File: config.mk
export PLATFORM = sky130hd
export DESIGN_NAME = alu
export DESIGN_NICKNAME = d
export VERILOG_FILES = /design/src/rtl/alu.sv
export SDC_FILE = /design/constraint.sdc
export NUM_CORES = 1
export LEC_CHECK = 0
export CAP_MARGIN = 20
export CORE_MARGIN = 1.5
export CORE_UTILIZATION = 25
export DETAILED_ROUTE_END_ITERATION = 6
export SYNTH_ARGS = -nofsm -noshare
export SYNTH_HDL_FRONTEND = slang
export SYNTH_SLANG_ARGS = --single-unit
File: constraint.sdc
create_clock -name clk -period 3.5 [get_ports clk]
set_input_delay 1.05 -clock clk [delete_from_list [all_inputs] [get_ports clk]]
set_output_delay 1.05 -clock clk [all_outputs]
set_load 0.005 [all_outputs]
File: src/rtl/alu.sv
// Registered 8-bit ALU: one operation sampled per clock, result and flags valid after the edge.
// Optional macro ALU_EXT_FLAGS_EN adds registered Negative and Overflow outputs.
module alu #(
   parameter int DATA_W = 8
) (
   input  logic              clk,
   input  logic              reset,
   input  logic [DATA_W-1:0] A,
   input  logic [DATA_W-1:0] B,
   input  logic [2:0]        ALU_Code,
   output logic [DATA_W-1:0] ALU_Out,
   output logic              Carry,
`ifdef ALU_EXT_FLAGS_EN
   output logic              Negative,
   output logic              Overflow,
`endif
   output logic              isZero
);

   typedef enum logic [2:0] {
      OP_ADD = 3'b000,
      OP_SUB = 3'b001,
      OP_AND = 3'b010,
      OP_OR  = 3'b011,
      OP_XOR = 3'b100,
      OP_NOT = 3'b101,
      OP_SHL = 3'b110,
      OP_SHR = 3'b111
   } op_e;

   localparam int MSB = DATA_W - 1;

   op_e               op;
   logic [DATA_W:0]   sum_w;
   logic [DATA_W:0]   diff_w;
   logic [DATA_W-1:0] res_d;
   logic              carry_d;
   logic              zero_d;
   logic [DATA_W-1:0] res_q;
   logic              carry_q;
   logic              zero_q;

   assign op = op_e'(ALU_Code);

   // Extra top bit of the widened sum/difference is carry-out resp. borrow.
   assign sum_w  = {1'b0, A} + {1'b0, B};
   assign diff_w = {1'b0, A} - {1'b0, B};

   always_comb begin
      res_d   = '0;
      carry_d = 1'b0;
      case (op)
         OP_ADD: {carry_d, res_d} = sum_w;
         OP_SUB: {carry_d, res_d} = diff_w;
         OP_AND: res_d = A & B;
         OP_OR:  res_d = A | B;
         OP_XOR: res_d = A ^ B;
         OP_NOT: res_d = ~A;
         OP_SHL: begin
            res_d   = {A[MSB-1:0], 1'b0};
            carry_d = A[MSB];
         end
         OP_SHR: begin
            res_d   = {1'b0, A[MSB:1]};
            carry_d = A[0];
         end
         default: begin
            res_d   = '0;
            carry_d = 1'b0;
         end
      endcase
   end

   assign zero_d = (res_d == '0);

`ifdef ALU_EXT_FLAGS_EN
   logic neg_d, ovf_d, neg_q, ovf_q;

   // Signed overflow: operands that agree in sign (ADD) or differ (SUB) yet the result sign flips.
   always_comb begin
      ovf_d = 1'b0;
      case (op)
         OP_ADD:  ovf_d = (A[MSB] == B[MSB]) && (sum_w[MSB]  != A[MSB]);
         OP_SUB:  ovf_d = (A[MSB] != B[MSB]) && (diff_w[MSB] != A[MSB]);
         default: ovf_d = 1'b0;
      endcase
   end

   assign neg_d = res_d[MSB];

   always_ff @(posedge clk) begin
      if (reset) begin
         neg_q <= 1'b0;
         ovf_q <= 1'b0;
      end else begin
         neg_q <= neg_d;
         ovf_q <= ovf_d;
      end
   end

   assign Negative = neg_q;
   assign Overflow = ovf_q;
`endif

   always_ff @(posedge clk) begin
      if (reset) begin
         res_q   <= '0;
         carry_q <= 1'b0;
         zero_q  <= 1'b1;
      end else begin
         res_q   <= res_d;
         carry_q <= carry_d;
         zero_q  <= zero_d;
      end
   end

   assign ALU_Out = res_q;
   assign Carry   = carry_q;
   assign isZero  = zero_q;

endmodule

=== After elaboration in Yosys (flattened, before gate mapping) ===
Cells that the tools add are included.

* Bits in registers: 10
* Bits of input ports: 21

* $add $sub $neg: 2
* Eq/ne operators: 7
* Muxes and demuxes: 2
* Bitwise logic cells: 4
* Reductions and logical operators: 2

{| class="wikitable"
|+ Operators by type and width
! kind !! number
|-
| one-hot mux 8 bit (8 select lines) || 1
|-
| == test 3 bit, second input constant || 4
|-
| adder 8 x 8 -> 9 bit || 1
|-
| subtractor 8 x 8 -> 9 bit || 1
|-
| AND 8 bit || 1
|-
| logical NOT 8 bit || 1
|-
| NOT 8 bit || 1
|-
| OR 8 bit || 1
|-
| bitwise XOR 8 bit || 1
|-
| == test 3 x 2 -> 1 bit, second input constant || 2
|-
| one-hot mux 1 bit (4 select lines) || 1
|-
| == test 3 x 1 -> 1 bit, second input constant || 1
|-
| logical NOT 3 bit || 1
|}

=== Longest topological paths before layout ===
* Depth after elaboration: 3
* Mapped depth: 11
* Depth with buffers taken out: 11

=== Worst setup path before layout ===
No wires, ideal clock.

* Path type: input -> register
* Start point: in A[0]
* End point: reg zero_q, in the netlist isZero
* Setup time: 0.115 ns
* Arrival time: 2.971 ns
* Required time: 3.385 ns
* Slack: 0.413 ns
* Stages on the path: 11
* Buffers on the path: 0
* Cell sequence: inv_1 -> ha_1 -> inv_1 -> fa_1 -> nand2b_4 -> a221oi_4 -> o21bai_2 -> mux2_4 -> a32o_1 -> and4b_1 -> a31o_1

* Cells in the longest elaborated chain, start to end: 3

{| class="wikitable"
|+ Ends and longest elaborated chain
! what !! RTL line !! RTL
|-
| start: declaration || 8 || <nowiki>input logic [DATA_W-1:0] A,</nowiki>
|-
| subtractor 8 x 8 -> 9 bit, or another cell as far along || 47 || <nowiki>assign diff_w = {1'b0, A} - {1'b0, B};</nowiki>
|-
| one-hot mux 8 bit (8 select lines) (*) || 52 || <nowiki>case (op)</nowiki>
|-
| logical NOT 8 bit (*) || 74 || <nowiki>assign zero_d = (res_d == '0);</nowiki>
|-
| end signal: assignment || 113 || <nowiki>zero_q <= zero_d;</nowiki>
|-
| end: declaration || 41 || <nowiki>logic zero_q;</nowiki>
|}

Every way passes the cells marked *; elsewhere a longest branch is shown, timed or not.
A chain may end at the register's enable or synchronous reset.

=== Final worst setup path ===
* Start point: in A[3]
* End point: reg zero_q, in the netlist isZero

The elaborated chain is that of the path after synthesis.

==> flow_summary_export.csv <==
group,metric,value,unit
routing,ant_nets,0,
run,cap_violations,0,
logic_synthesis,yosysUniqueCellTypes,59,
routing,drt_iter0_drc,86,
sta,setup_viol,0,
placement,dp_slack,-222.4,ps
critical_path,startpoint,"A[3]",
routing,wl_met1,2.061,mm
floorplanning,fp.dieArea,6994,um2
critical_path,worstSetupEndpointType,"flip-flop",
floorplanning,die_x,83.63,um
logic_synthesis,syn_inst,213,
logic_synthesis,synth_nets,260,
routing,wl_per_cell,12.85,um
logic_synthesis,async_reset_ff_share,0,%
critical_path,cp.arrival,3450,ps
critical_path,path_class,"in2reg",
critical_path,worst_path_max_delay_cell,"clkdlybuf4s50_1",
cts,cts_root_buf,"clkbuf_8",
layout,areaGrowthSynthToFinish,40.80,%
floorplanning,die_h,83.63,um
layout,num-nets-final,317,
global_routing,antenna_found_initial,0,
sta,final_max_slew_viol_count,0,
sta,tightest_slew,588.9,ps
global_routing,grt_max_degree,20,
routing,wl,4.447,mm
sta,post-route-period-util,94.85,%
global_routing,grt_pass1_wl,7.576,mm
floorplanning,start_util,25.74,%
sta,min_period,3320,ps
critical_path,start_kind,"input port",
cts,cts_made_buffers,3,
routing,route.met2.wl,2.146,mm
floorplanning,rows,29,
global_routing,grt.overflow.total,0,
sta,rsz0062_at_grt,"false",
logic_synthesis,ys_seq_area_share,12.32,%
cts,htree_num_levels,1,
routing,first_pass_iters,4,
layout,fillers,690,
hold_path,min_path_type,"in2reg",
hold_path,hp-start,"A[0]",
global_routing,grtUsageTotal,12.91,%
floorplanning,core,6314,um2
routing,route.met3.wl,168,um
sta,relSlewSlack,60.61,%
routing,top_layer_used,"met4",
power,p_per_area,247.4,nW/um2
sta,max_freq,0.3012,GHz
logic_synthesis,synth_area_per_cell,7.631,um2
cts,cts_tree,"done",
routing,num_vias,1729,
critical_path,cp_top_family,"compound AO/OA/AOI/OAI gates",
sta,setup_tns,0,ps
cts,clk_pin_slew,50,ps
routing,viasPerCell,4.997,
placement,place.gp.congestion,0.8903,
critical_path,crit_chain,"clkdlybuf4s50_1, inv_1, ha_1, a221oi_4, o21bai_2, mux2_4, a32o_1, and4b_1, a31o_1",
power,peakVddDrop,0.0001748,V
placement,dp_hpwl,3.687,mm
logic_synthesis,ys_ff_latch,10,
critical_path,crit_buf_inv,2,
critical_path,required,3630,ps
layout,diodes,0,
cts,cts.sinks,10,
cts,cts_buffer_depth,2,
sta,hold_violations,0,
critical_path,crit_path_max_incr_delay,530,ps
global_routing,first_global_vias,1676,
routing,remaining_drc_errors,0,
power,p_leak,0.001026,uW
layout,drive_gt1_share,19.70,%
logic_synthesis,yosys_warnings,0,
logic_synthesis,dominantRegCellSynth,"dfxtp_1",
cts,cts_hold_buf,0,
floorplanning,io_pins,31,
logic_synthesis,synth_edf_count,0,
critical_path,cp_max_fo,5,
logic_synthesis,syn_area,1625,um2
outcome,status,"finished clean",
sta,layout_setup_ws,180.2,ps
placement,portBuffers,30,
-- placed cells by master, fill, tap and decap left out, types with 4 or more instances in the layout --
cell type        instances
nand3_1                  7
a21oi_1                 18
inv_1                   21
a211oi_1                 4
clkbuf_8                 4
clkdlybuf4s50_1         27
ha_1                    22
buf_4                   33
nor3_1                   4
nand2_1                 15
nor2_1                  21
xnor2_1                  5
dfxtp_1                 10
nand2b_1                 6
o21ai_0                  8
-- synth_stat cells (all sizes together) (2+ instances only) --
cell,count,area [um2]
nand3,7,35.03
o2111ai,2,17.52
nand2,15,56.30
mux2i,2,20.02
a21o,2,15.01
mux4,2,45.04
o21ai,9,45.04
a311oi,2,17.52
buf,11,61.31
fa,2,40.04
dfxtp,10,200.2
nand4,2,12.51
nand2b,7,51.30
nor3,5,30.03
a221oi,2,35.04
a211oi,5,42.54
a31oi,3,18.77
o31ai,3,27.52
o21bai,2,18.77
inv,23,86.34
o211ai,3,22.52
ha,24,300.3
nor2,21,78.83
a2bb2oi,2,17.52
a21oi,18,90.09
nor2b,3,18.77
xnor2,5,43.79
-- cells by family (layout without fill, tap and decap cells) --
kind of cell | after synthesis | in the layout | share of synthesized area, %
flip-flops | 10 | 10 | 12.32
multiplexers | 5 | 5 | 4.926
buffers and inverters | 35 | 91 | 9.315
AO/OA/AOI/OAI | 65 | 65 | 29.10
adder cells (fa/ha/maj) | 26 | 26 | 20.94
AND/OR/NAND/NOR | 66 | 66 | 20.17
XOR/XNOR | 6 | 6 | 3.233
-- layer usage --
| metal | track usage (%) | vias up |
|---|---|---|
| met1 | 16.34 | 815 |
| met3 | 1.286 | 7 |
| met4 | 4.769 | 0 |
| li1 | - | 868 |
| met5 | 0 | - |
| met2 | 22.58 | 39 |
-- per-stage QoR --
stage | area (um2) | instances | power (uW) | hold WS (ps) | utilization (%)
after floorplan | 1625 | 213 | 296.9 | 1294 | -
after CTS | 2256 | 345 | 563.3 | 1573 | 35.73
after detailed placement | 2201 | 341 | 418.3 | 1751 | 34.86
final | 2288 | 346 | 566.1 | 1496 | 36.25
after global placement | 2201 | 341 | 414.9 | 1749 | 34.86
after global routing | 2288 | 346 | 603.9 | 1554 | 36.25
-- path summary, 6_finish.rpt --
check	slack (ps)	endpoint	depth (start not counted)
min	1500	ALU_Out[1]$_SDFF_PP0_	5
max	180	isZero$_SDFF_PP1_	9
-- flip-flops by register name, summed over array words and instances, names as in the netlist --
signal	flops
ALU_Out	8
Carry	1
isZero	1
-- area by class of cell --
cell class                      count  area, um2  area share, %
Tap cell                           77      96.34          4.210
Sequential cell                    10      200.2          8.748
Timing Repair Buffer               63      555.5          24.28
Clock buffer                        4      55.05          2.406
Inverter                           24      90.09          3.937
Multi-Input combinational cell    168       1291          56.42
-- power breakdown --
part	leakage [uW]	internal (uW)	switching, uW
Combinational	0.000914	153	141
Clock	0.0000288	98.9	45.8
Sequential	0.0000833	125	2.40
-- repair_timing --
item,CTS,global route
setup endpoints to repair,0,1
setup buffers,0,1
gates resized for setup,0,8
(Power assumes the default switching activity.)
